<file path="config.mk">
export PLATFORM = sky130hd
export DESIGN_NAME = decade_gate_ctrl
export DESIGN_NICKNAME = d
export VERILOG_FILES = /design/src/rtl/decade_gate_ctrl_pkg.sv /design/src/rtl/decade_gate_ctrl_bcd_digit.sv /design/src/rtl/decade_gate_ctrl.sv
export SDC_FILE = /design/constraint.sdc
export NUM_CORES = 1
export LEC_CHECK = 0
export ABC_CLOCK_PERIOD_IN_PS = 2500
export BUFFER_PORTS_ARGS = -buffer_cell sky130_fd_sc_hd__buf_2
export CAP_MARGIN = 20
export CELL_PAD_IN_SITES_DETAIL_PLACEMENT = 0
export CELL_PAD_IN_SITES_GLOBAL_PLACEMENT = 1
export CORE_MARGIN = 2
export CORE_UTILIZATION = 35
export DETAILED_ROUTE_END_ITERATION = 12
export PLACE_DENSITY_LB_ADDON = 0.1
export SLEW_MARGIN = 40
export SYNTH_ARGS = -nofsm -noshare
export SYNTH_HDL_FRONTEND = slang
export SYNTH_SLANG_ARGS = --single-unit
</file>
<file path="constraint.sdc">
create_clock -name clk -period 2.5 [get_ports clk]
set_input_delay 0.25 -clock clk [delete_from_list [all_inputs] [get_ports clk]]
set_output_delay 0.25 -clock clk [all_outputs]
set_load 0.02 [all_outputs]
</file>
<file path="src/rtl/decade_gate_ctrl_pkg.sv">
// decade_gate_ctrl_pkg: shared FSM state type, BCD limit and counter-width helper
package decade_gate_ctrl_pkg;
  typedef enum logic [2:0] {S_IDLE, S_CLEAR, S_GATE, S_LATCH, S_HOLD} state_t;
  localparam logic [3:0] BCD_MAX = 4'd9;
  // A zero-length hold still needs a 1-bit timer to keep the vector legal.
  function automatic int cnt_w(input int n);
    return (n < 1) ? 1 : $clog2(n + 1);
  endfunction
endpackage

</file>
<file path="src/rtl/decade_gate_ctrl_bcd_digit.sv">
// bcd_digit: one decade of the BCD cascade
//   clk, rst_n : clock, async active-low reset
//   clr        : synchronous clear to 0
//   inc        : advance by one, wrapping 9 -> 0
//   q, at9     : digit value, digit currently equals 9
module bcd_digit
  import decade_gate_ctrl_pkg::*;
(
  input  logic       clk,
  input  logic       rst_n,
  input  logic       clr,
  input  logic       inc,
  output logic [3:0] q,
  output logic       at9
);
  logic [3:0] r_q;
  assign q   = r_q;
  assign at9 = r_q == BCD_MAX;
  always_ff @(posedge clk or negedge rst_n)
    if (!rst_n) r_q <= '0;
    else if (clr) r_q <= '0;
    else if (inc) r_q <= at9 ? 4'd0 : r_q + 4'd1;
endmodule

</file>
<file path="src/rtl/decade_gate_ctrl.sv">
// decade_gate_ctrl: gate-time sequencer counting input rising edges into a BCD cascade
//   clk, rst_n        : clock, async active-low reset
//   start, continuous : begin a measurement (IDLE only), loop after HOLD
//   in                : clk-synchronous event input
//   busy, done, valid : not idle, one-cycle result strobe, sticky result-present
//   ovf, result       : cascade wrapped past all-nines, latched BCD count
module decade_gate_ctrl
  import decade_gate_ctrl_pkg::*;
#(
  parameter int GATE_CYCLES = 1000,
  parameter int HOLD_CYCLES = 16,
  parameter int NUM_DIGITS  = 4
) (
  input  logic                    clk,
  input  logic                    rst_n,
  input  logic                    start,
  input  logic                    continuous,
  input  logic                    in,
  output logic                    busy,
  output logic                    done,
  output logic                    valid,
  output logic                    ovf,
  output logic [4*NUM_DIGITS-1:0] result
);
  localparam int GW = cnt_w(GATE_CYCLES);
  localparam int HW = cnt_w(HOLD_CYCLES);
  localparam logic [GW-1:0] GATE_LAST = GW'(GATE_CYCLES - 1);
  localparam logic [HW-1:0] HOLD_LAST = HW'(HOLD_CYCLES - 1);
  state_t                  r_state, w_next, w_exit;
  logic                    r_in_d, r_ovf_flag, r_busy, r_done, r_valid, r_ovf;
  logic [GW-1:0]           r_gate_t;
  logic [HW-1:0]           r_hold_t;
  logic [4*NUM_DIGITS-1:0] r_result, w_digits;
  logic [NUM_DIGITS:0]     w_en;
  logic [NUM_DIGITS-1:0]   w_at9;
  logic                    w_clr;
  assign busy   = r_busy;
  assign done   = r_done;
  assign valid  = r_valid;
  assign ovf    = r_ovf;
  assign result = r_result;
  assign w_clr  = r_state == S_CLEAR;
  assign w_exit = continuous ? S_CLEAR : S_IDLE;
  // Carry enable into digit 0 is a gated rising edge; each higher digit also needs every lower digit at 9.
  assign w_en[0] = (r_state == S_GATE) & in & ~r_in_d;
  for (genvar d = 0; d < NUM_DIGITS; d++) begin : g_dig
    bcd_digit u_dig (
      .clk  (clk),
      .rst_n(rst_n),
      .clr  (w_clr),
      .inc  (w_en[d]),
      .q    (w_digits[4*d +: 4]),
      .at9  (w_at9[d])
    );
    assign w_en[d+1] = w_en[d] & w_at9[d];
  end
  always_comb begin
    w_next = r_state;
    unique case (r_state)
      S_IDLE:  w_next = start ? S_CLEAR : S_IDLE;
      S_CLEAR: w_next = S_GATE;
      S_GATE:  w_next = (r_gate_t == GATE_LAST) ? S_LATCH : S_GATE;
      S_LATCH: w_next = (HOLD_CYCLES == 0) ? w_exit : S_HOLD;
      S_HOLD:  w_next = (r_hold_t == HOLD_LAST) ? w_exit : S_HOLD;
      default: w_next = S_IDLE;
    endcase
  end
  always_ff @(posedge clk or negedge rst_n)
    if (!rst_n) begin
      r_state    <= S_IDLE;
      r_in_d     <= 1'b0;
      r_gate_t   <= '0;
      r_hold_t   <= '0;
      r_ovf_flag <= 1'b0;
      r_busy     <= 1'b0;
      r_done     <= 1'b0;
      r_valid    <= 1'b0;
      r_ovf      <= 1'b0;
      r_result   <= '0;
    end else begin
      r_state    <= w_next;
      r_in_d     <= in;
      r_gate_t   <= (r_state == S_GATE) ? r_gate_t + 1'b1 : '0;
      r_hold_t   <= (r_state == S_HOLD) ? r_hold_t + 1'b1 : '0;
      r_ovf_flag <= w_clr ? 1'b0 : r_ovf_flag | w_en[NUM_DIGITS];
      r_busy     <= w_next != S_IDLE;
      r_done     <= r_state == S_LATCH;
      if (r_state == S_LATCH) begin
        r_result <= w_digits;
        r_ovf    <= r_ovf_flag;
        r_valid  <= 1'b1;
      end
    end
endmodule

</file>
==> metrics, run 1 <==
Startpoint Class flip-flop; largest net degree at the start of global routing 31; synthesized area per cell 10.9 um^2; Seq/Total Area, Yosys 54.4%; cells along the critical path inv_1 -> ha_1 -> and4bb_2 -> nand4_1 -> or4_1 -> a21oi_1; core area 7180 um^2; clock root buffer clkbuf_8; clock share of power 27.5%; post-route design area 2940 um^2; clk_skew 0.00594 ns; YS warnings 0; CP arrival 2.18 ns; Slowest Stage Delay on Critical Path 0.48 ns; clk_lat worst skew 0.31 ns; ys flop type dfrtp_1; async set-reset flop share out of synthesis 100%; R2R Setup Slk 0.55 ns; worst hold path type input pin to flip-flop; RSZ-0062 raised after global routing false; number of cell rows 31; IO buf count 24; first-pass GRT wire length 8740 um; Hold WS 0.101 ns; initial antenna violation count 0; setup TNS 0 ns; FF-to-FF End g_dig[3].u_dig.q[2]; vias in the first global route 1816; CTS tree built; Layout area overhead 14.2%; slack of the critical path 0.553 ns; # diodes 0; Sink Count 56; final hold vios 0; Starting Density 35.9%; Die Width 89.8 um; Synth Net Count 253; area leader, netlist dfrtp_1; hpwl dp 3430 um; placed insts 355; Overflow after GRT 0; pre-CTS setup slack 0.580 ns; Hold Crit Start in; Routability Congestion 0.725; DR vias 1733; most common cell in the synthesized netlist dfrtp_1; number of CTS-inserted buffers 5; Hold Path Depth 1; Mapped Area 2570 um^2; final worst path period need 1.95 ns; Worst R2R Start g_dig[0].u_dig.q[1]; Endpoint, Worst Hold r_in_d; Net Sw Power 0.656 mW; slew at the pin closest to its max-slew limit 0.658 ns; clock slew at reported path FFs 0.10 ns; reg2reg path depth 6; worst vdd ir 0.235 mV; Via density 4.76; status completed; top cells by area, synth dfrtp_1 (54%), mux2_2 (5.7%), ha_1 (5.3%); WL final 4910 um; Clock H-tree levels 2; clock buffer depth 2; CP Capture Type flip-flop; worst path bufs/invs 1; Slowest cell on crit path or4_1; post-cts resize count 0; Final setup viols 0; CP Data Required Time 2.74 ns; Yosys top cell area share 54.4%; Global Route Usage Sum 13.2%; share of layout cells above drive strength 1 20.4%; critical path type flip-flop to flip-flop; Leakage 1.42 nW; total power density per cell area 717 nW/um^2; Seq cells post-synth 56; Final nets 280; iteration count of the initial detailed-routing pass 4; die area 8060 um^2; fin cells 364; drt drc 0; Post-synth EDFFs 0; Wirelength per Cell 13.5 um; post-route antenna net violation count 0; Max Cap Viol 0; Area after DPL 2820 um^2; First DRT Iteration DRCs 38; period utilization 77.9%; internal power consumption 1.45 mW; share of power burned in registers 51.1%; Distinct cells, synth 36; cells after synthesis 237; CP max FO 8; Synth top cells by count dfrtp_1 (56), nor2_1 (28), nand2_1 (20); Worst path top cell family by delay simple AND/OR/NAND/NOR gates; Die Ht 89.8 um; IO Pins 25; Comb power frac 21.4%; switching share of power 31.1%; worst rel slew slack 56.1%; Max Fclk 514 MHz; max-slew violations 0
## through the flow
stage | util (%) | total power, mW
5_1_grt | 41.0 | 2.25
3_5_place_dp | 39.4 | 1.56
6_report | 41.0 | 2.11
2_1_floorplan | - | 1.40
4_1_cts | 41.0 | 2.15
3_3_place_gp | 39.4 | 1.56
## final cells by class
type	instances	area, um^2
multi-input cells	164	1110
clock inverters	2	35.0
well taps	99	124
fillers	717	4230
flip-flops and latches	56	1400
inverters	8	30.0
repair buffers	29	173
clock buffers	6	72.6
## placed cells by master, fill, tap and decap left out, types with 8 or more instances in the layout
cell type	netlist	final
nand3_1	10	10
dfrtp_1	56	56
mux2_2	13	13
buf_2	3	24
inv_1	8	8
nand2_1	20	20
ha_1	11	11
or3_1	8	8
o21ai_0	10	10
nor2_1	28	28
a21oi_1	10	10
## per-layer routing
layer	track usage (%)	wire length (um)	vias up
li1	-	-	872
met1	17.7	2450	837
met2	21.6	2270	19
met3	2.60	117	5
met4	4.23	69	0
met5	0	0	-
## worst register-to-register path, stage by stage (launching register included)
cell	delay, ns
dfrtp_1	0.42
inv_1	0.09
ha_1	0.19
and4bb_2	0.27
nand4_1	0.27
or4_1	0.48
a21oi_1	0.16
## worst max-delay path by stage
stage,startpoint,to,slack [ns],depth (start not counted)
6_report,g_dig[0].u_dig.q[1],g_dig[3].u_dig.q[2],0.55,6
5_1_grt,g_dig[2].u_dig.q[1],g_dig[3].u_dig.q[2],0.43,6
4_1_cts,g_dig[2].u_dig.q[1],g_dig[3].u_dig.q[2],0.54,6
3_5_place_dp,g_dig[0].u_dig.q[1],g_dig[3].u_dig.q[2],0.58,6
3_3_place_gp,g_dig[0].u_dig.q[1],g_dig[3].u_dig.q[2],0.62,6
2_1_floorplan,g_dig[2].u_dig.q[1],g_dig[3].u_dig.q[2],0.79,7
## state kept, by name (all words and copies together) (netlist names), 3 cells and up
name / flops
r_hold_t: 5
r_state: 3
r_gate_t: 10
g_dig.u_dig.q: 16
result: 16
## cell families (layout without fill, tap and decap cells)
group	count (synthesis)	after routing	synth area share [%]
compound gates	26	26	6.07
flops	56	56	54.4
buf+inv	17	45	2.62
mux	18	18	7.63
fa+ha+maj	11	11	5.34
simple gates	99	99	20.5
xor+xnor	10	10	3.40
## timing repair
| action | CTS | global route |
|---|---|---|
| hold buffers | 1 | 0 |
| hold endpoints to repair | 26 | 0 |
| setup buffers | 0 | 0 |
## power by group through the flow
stage                     clock (mW)  combinational, mW  sequential [mW]
after floorplan                    0              0.295             1.10
after global placement             0              0.464             1.09
after detailed placement           0              0.462             1.10
after CTS                      0.607              0.465             1.08
after global routing           0.644              0.513             1.10
final                          0.580              0.451             1.08
No activity file was read; power rests on OpenSTA's default activity.
==> run 2: changes to the inputs <==
Settings changed: ABC_CLOCK_PERIOD_IN_PS 2500 to 1600.
Clock period 2.5 ns to 1.6 ns, I/O delays scaled along.
==> metrics, run 2 (synthesis results as in run 1) <==
pre-CTS setup slack -0.186 ns (-0.766 ns); Max Fclk 590 MHz (+15%); IO Pins 25 (unchanged); initial antenna violation count 0 (unchanged); final worst path period need 1.70 ns (-0.251 ns); met3 Use GR 3.52% (+0.92 points); total power density per cell area 1070 nW/um^2 (+49%); clock slew at reported path FFs 0.10 ns (about the same); CP Data Required Time 1.86 ns (-0.88 ns); max-slew violations 0 (unchanged); clk_skew 0.00741 ns (+0.00147 ns); worst rel slew slack 68.7% (+13 points); failing checks setup timing; hpwl dp 3820 um (+11%); Tot Pwr 3.63 mW (+72%); vias in the first global route 1925 (+6.0%); CP max FO 3 (-5); die area 8060 um^2 (unchanged); critical path type flip-flop to flip-flop; worst path bufs/invs 0 (-1); Via density 4.68 (-1.8%); Die Width 89.8 um (unchanged); Sink Count 56 (unchanged); Startpoint Class flip-flop; most frequent CP cell or3_1; Slowest cell on crit path or4b_1; drt drc 0 (unchanged); Die Ht 89.8 um (unchanged); CP arrival 1.95 ns (-0.23 ns); clock root buffer clkbuf_8; Final Util 47.3% (+6.3 points); FF-to-FF End busy; CTS tree built; grt met2 use 22.3% (+0.76 points); Max Cap Viol 0 (unchanged); final hold vios 0 (unchanged); worst vdd ir 0.496 mV (+110%); internal power consumption 2.43 mW (+67%); commonest non-fill, non-tap cell in the layout dfrtp_1; most frequent cells in the layout dfrtp_1 (56), buf_4 (48), nor2_1 (28); Comb power frac 31.9% (+11 points); Worst path top cell family by delay simple AND/OR/NAND/NOR gates; share of power burned in registers 45.3% (-5.8 points); Global Route Usage Sum 14.7% (+1.6 points); core area 7180 um^2 (unchanged); Layout area overhead 31.7%; cells along the critical path or4b_1 -> or3_1 -> a221oi_2 -> or3_1; Overflow after GRT 0 (unchanged); period utilization 106% (+28 points); Crit. path cell count 4 (-2); Slowest Stage Delay on Critical Path 0.50 ns (+0.02 ns); Leakage 1.68 nW (+18%); Wirelength per Cell 13.1 um (-3.0%); largest net degree at the start of global routing 25 (-19%); setup TNS -0.337 ns (-0.337 ns); RSZ-0062 raised after global routing true; slack of the critical path -0.0959 ns (-0.649 ns); # diodes 0 (unchanged); clock buffer depth 2 (unchanged); number of cell rows 31 (unchanged); Top Usage Layer GRT met2; IO buf count 24 (unchanged); iteration count of the initial detailed-routing pass 4 (unchanged); worst hold path type input pin to flip-flop; status finished with violations; Final setup viols 6 (+6); DR vias 1931 (+11%); number of CTS-inserted buffers 5 (unchanged); clk_lat worst skew 0.32 ns (about the same); Net Sw Power 1.20 mW (+83%); met1 Track Usage GR 21.1% (+3.5 points); clock share of power 22.8% (-4.7 points); Routability Congestion 0.721 (-0.59%); R2R Setup Slk -0.1 ns (-0.65 ns); WL final 5400 um (+10%); post-route antenna net violation count 0 (unchanged); first-pass GRT wire length 9600 um (+9.8%); Clock H-tree levels 2 (unchanged); share of layout cells above drive strength 1 36.6% (+16 points); CP Launch Point r_state[2]; CP Capture Type flip-flop; switching share of power 33.0% (+1.9 points); Worst R2R Start r_state[2]; First DRT Iteration DRCs 58 (+53%); reg2reg path depth 4 (-2); slew at the pin closest to its max-slew limit 0.470 ns (-0.188 ns); Final nets 329 (+18%); CP endpoint busy; Starting Density 35.9% (unchanged); fillcell total 689 (-3.9%)
run 2: metrics by stage:
step	hold WS (ns)	instances	instance area [um^2]
final	0.118	413	3390
after global routing	0.106	413	3390
after CTS	0.111	412	3350
after detailed placement	0.145	392	3130
after global placement	0.148	392	3130
after floorplan	-0.136	237	2580
run 2: how the worst min path moves through the flow:
| stage | to | slack (ns) | depth (start not counted) | from |
|---|---|---|---|---|
| 3_5_place_dp | r_gate_t[8] | 0.14 | 1 | rst_n |
| 4_1_cts | r_state[0] | 0.11 | 3 | continuous |
| 6_report | r_state[0] | 0.12 | 3 | continuous |
| 5_1_grt | r_state[0] | 0.11 | 3 | continuous |
| 3_3_place_gp | r_gate_t[8] | 0.15 | 1 | rst_n |
| 2_1_floorplan | busy | -0.14 | 0 | rst_n |
run 2: routing by layer:
layer | vias to the layer above | wire length, um
met5 | - | 0
met4 | 0 | 38
met3 | 2 | 167
met2 | 24 | 2430
met1 | 934 | 2770
li1 | 971 | -
run 2: final cells by class:
class	instances	area [um^2]	share of cell area (%)
sequential	56	1400	41.3
inverter	8	30.0	0.885
clock inverter	3	27.5	0.812
tap	99	124	3.65
multi-input combinational	164	1170	34.5
clock buffer	5	68.8	2.03
timing repair buffer	78	572	16.9
run 2: worst register-to-register path, cell delays in order (launching register included):
cell	delay [ns]
dfrtp_1	0.40
or4b_1	0.50
or3_1	0.33
a221oi_2	0.27
or3_1	0.14
run 2: power groups by stage:
stage | Combinational (mW) | Sequential (mW) | Clock [mW]
floorplan | 0.462 | 1.72 | 0
global placement | 0.995 | 1.67 | 0
detailed placement | 0.991 | 1.67 | 0
CTS | 1.13 | 1.65 | 0.880
global route | 1.28 | 1.66 | 0.938
finish | 1.16 | 1.65 | 0.829
run 2: repair_timing:
action,in CTS,in global routing
setup buffers,10,1
pin swaps,6,4
gates resized for setup,8,13
hold endpoints to repair,16,0
hold buffers,2,0
setup endpoints to repair,11,12
==> run 3: changes to the inputs <==
Settings changed: SYNTH_HIERARCHICAL set to 1.
==> metrics, run 3 <==
period utilization 107% (+1.4 points); CP Launch Point g_dig[0].u_dig/q[1]; hpwl dp 3460 um (-9.5%); IO buf count 24 (unchanged); largest net degree at the start of global routing 57 (+130%); vias in the first global route 1816 (-5.7%); most frequent CP cell nand3b_1; core area 7210 um^2 (+0.54%); CP max FO 4 (+1); synthesized area per cell 11.3 um^2 (+4.0%); commonest non-fill, non-tap cell in the layout dfrtp_1; Wirelength per Cell 13.1 um (-0.22%); fin cells 394 (-4.6%); most common cell in the synthesized netlist dfrtp_1; share of power burned in registers 52.9% (+7.6 points); # diodes 0 (unchanged); cells after synthesis 229 (-3.4%); First DRT Iteration DRCs 45 (-22%); Final setup viols 13 (+7); Worst R2R Start g_dig[0].u_dig/q[1]; first-pass GRT wire length 8770 um (-8.6%); share of layout cells above drive strength 1 35.9% (-0.69 points); Max Fclk 582 MHz (-1.3%); Final nets 310 (-5.8%); Synth Net Count 245 (-3.2%); Overflow after GRT 0 (unchanged); Via density 4.83 (+3.4%); failing checks setup timing; FF-to-FF End g_dig[3].u_dig/q[3]; Net Sw Power 0.706 mW (-41%); number of CTS-inserted buffers 5 (unchanged); CTS tree built; slack of the critical path -0.119 ns (-0.0231 ns); worst vdd ir 0.461 mV (-7.1%); Tot Pwr 2.88 mW (-21%); CP Capture Type flip-flop; clock slew at reported path FFs 0.10 ns (about the same); Startpoint Class flip-flop; cells along the critical path inv_1 -> ha_1 -> nand3b_1 -> inv_2 -> nand3b_1 -> nor2_4 -> and3_4 -> and4b_1 -> o21ai_1 -> a21oi_1; pre-CTS setup slack -0.0833 ns (+0.103 ns); Routability Congestion 0.701 (-2.7%); WL final 5140 um (-4.8%); Clock H-tree levels 2 (unchanged); top cells by area, synth dfrtp_1 (54%), mux2_2 (7.4%), ha_1 (5.3%); max-slew violations 0 (unchanged); status finished with violations; Yosys top cell area share 54.2% (-0.26 points); Hold Path Depth 4 (+1); Slowest Stage Delay on Critical Path 0.40 ns (-0.10 ns); ys flop type dfrtp_1; Leakage 1.64 nW (-2.4%); async set-reset flop share out of synthesis 100% (unchanged); Distinct cells, synth 34 (-5.6%); DR vias 1904 (-1.4%); Starting Density 35.9% (about the same); clock share of power 32.1% (+9.3 points); CP Data Required Time 1.84 ns (-0.02 ns); critical path type flip-flop to flip-flop; Comb power frac 15.0% (-17 points); total power density per cell area 866 nW/um^2 (-19%); area leader, netlist dfrtp_1; Synth top cells by count dfrtp_1 (56), mux2_2 (17), a21oi_1 (15), nand2_1 (15), nand3b_1 (14); Mapped Area 2590 um^2 (+0.49%); worst rel slew slack 77.8% (+9.1 points); Layout area overhead 28.4%; CP arrival 1.96 ns (about the same); YS warnings 6 (+6); reg2reg path depth 10 (+6); final hold vios 0 (unchanged); RSZ-0062 raised after global routing true; most frequent cells in the layout dfrtp_1 (56), buf_4 (31), buf_2 (24); post-route antenna net violation count 0 (unchanged); setup TNS -0.556 ns (-0.219 ns); clock root buffer clkbuf_8; iteration count of the initial detailed-routing pass 4 (unchanged); Global Route Usage Sum 13.2% (-1.6 points); drt drc 0 (unchanged); Seq/Total Area, Yosys 54.2% (-0.26 points); initial antenna violation count 0 (unchanged); IO Pins 25 (unchanged); clk_skew 0.00369 ns (-0.00373 ns); worst hold path type input pin to flip-flop; clk_lat worst skew 0.30 ns (-0.02 ns); die area 8100 um^2 (+0.46%); Die Width 90.0 um (+0.23%); Die Ht 90.0 um (+0.23%); Sink Count 56 (unchanged); Hold Crit Start start; final worst path period need 1.72 ns (+0.0231 ns); Slowest cell on crit path dfrtp_1; Post-synth EDFFs 0 (unchanged); Endpoint, Worst Hold r_state[0]; slew at the pin closest to its max-slew limit 0.329 ns (-0.140 ns); placed insts 379 (-3.3%); internal power consumption 2.17 mW (-11%); Seq cells post-synth 56 (unchanged); Max Cap Viol 0 (unchanged); R2R Setup Slk -0.12 ns (-0.02 ns); switching share of power 24.5% (-8.5 points); clock buffer depth 2 (unchanged); number of cell rows 31 (unchanged)
-- run 3: cell count changes after synthesis, sizes merged, moves of 5 or more --
cell,delta
or3,-7
nand3b,+13
a21oi,+5
nor2,-17
clkbuf,-6
mux2i,-5
nand2b,+8
nand2,-5
-- run 3: logic make-up (layout without fill, tap and decap cells) --
family | Yosys count | count (layout) | share of synthesized area, %
xor gates and xnor gates | 9 | 9 | 3.05
AOI/OAI and AO/OA | 38 | 38 | 8.66
and+or+nand+nor | 83 | 83 | 19.1
adders and majority gates | 11 | 11 | 5.32
DFF | 56 | 56 | 54.2
muxes | 17 | 17 | 7.40
buffers and inverters | 15 | 81 | 2.32
-- run 3: worst max-delay path: cells and delay by family (launching register included) --
kind | cells | cell delay (ns)
compound gates | 2 | 0.19
buf+inv | 2 | 0.14
fa+ha+maj | 1 | 0.14
simple gates | 5 | 0.79
flops | 1 | 0.40
-- run 3: worst max-delay path by stage --
stage | slack [ns] | to | depth (start not counted)
floorplan | -0.11 | g_dig[3].u_dig/q[3] | 10
global placement | -0.06 | busy | 6
detailed placement | -0.08 | g_dig[0].u_dig/q[2] | 5
CTS | -0.09 | g_dig[3].u_dig/q[3] | 10
global route | -0.25 | g_dig[3].u_dig/q[3] | 10
finish | -0.12 | g_dig[3].u_dig/q[3] | 10
-- run 3: routing by layer --
metal	track usage, %	up-vias	share of wire [%]
met5	0	-	0
met4	5.00	0	1.5
met3	2.01	7	2.1
met2	21.2	21	48
met1	18.1	943	48
li1	-	933	-
-- run 3: metrics by stage --
stage               utilization (%)  cell area (um^2)  hold WS (ns)
finish                         46.1              3320         0.199
global route                   46.1              3320         0.224
CTS                            44.9              3240         0.202
detailed placement             42.7              3080         0.190
global placement               42.7              3080         0.195
floorplan                         -              2620        -0.136
-- run 3: power groups by stage --
stage	Sequential (mW)	Combinational, mW	Clock, mW
floorplan	1.57	0.166	0
global route	1.53	0.491	1.02
global placement	1.55	0.374	0
detailed placement	1.55	0.379	0
finish	1.52	0.432	0.924
CTS	1.52	0.409	0.960
-- run 3: cell type report --
cell class,instances,area [um^2]
inverter,12,45.0
timing repair buffer,61,427
sequential,56,1400
clock buffer,6,72.6
clock inverter,2,35.0
multi-input combinational,158,1220
tap,99,124
fill,714,3890
-- run 3: what timing repair did --
action,CTS,global route
gates resized for setup,3,16
endpoints found under the hold margin,57,0
buffers inserted,2,3
gates cloned,0,0
pin swaps,5,7
endpoints found under the setup margin,12,17
hold buffers,2,0
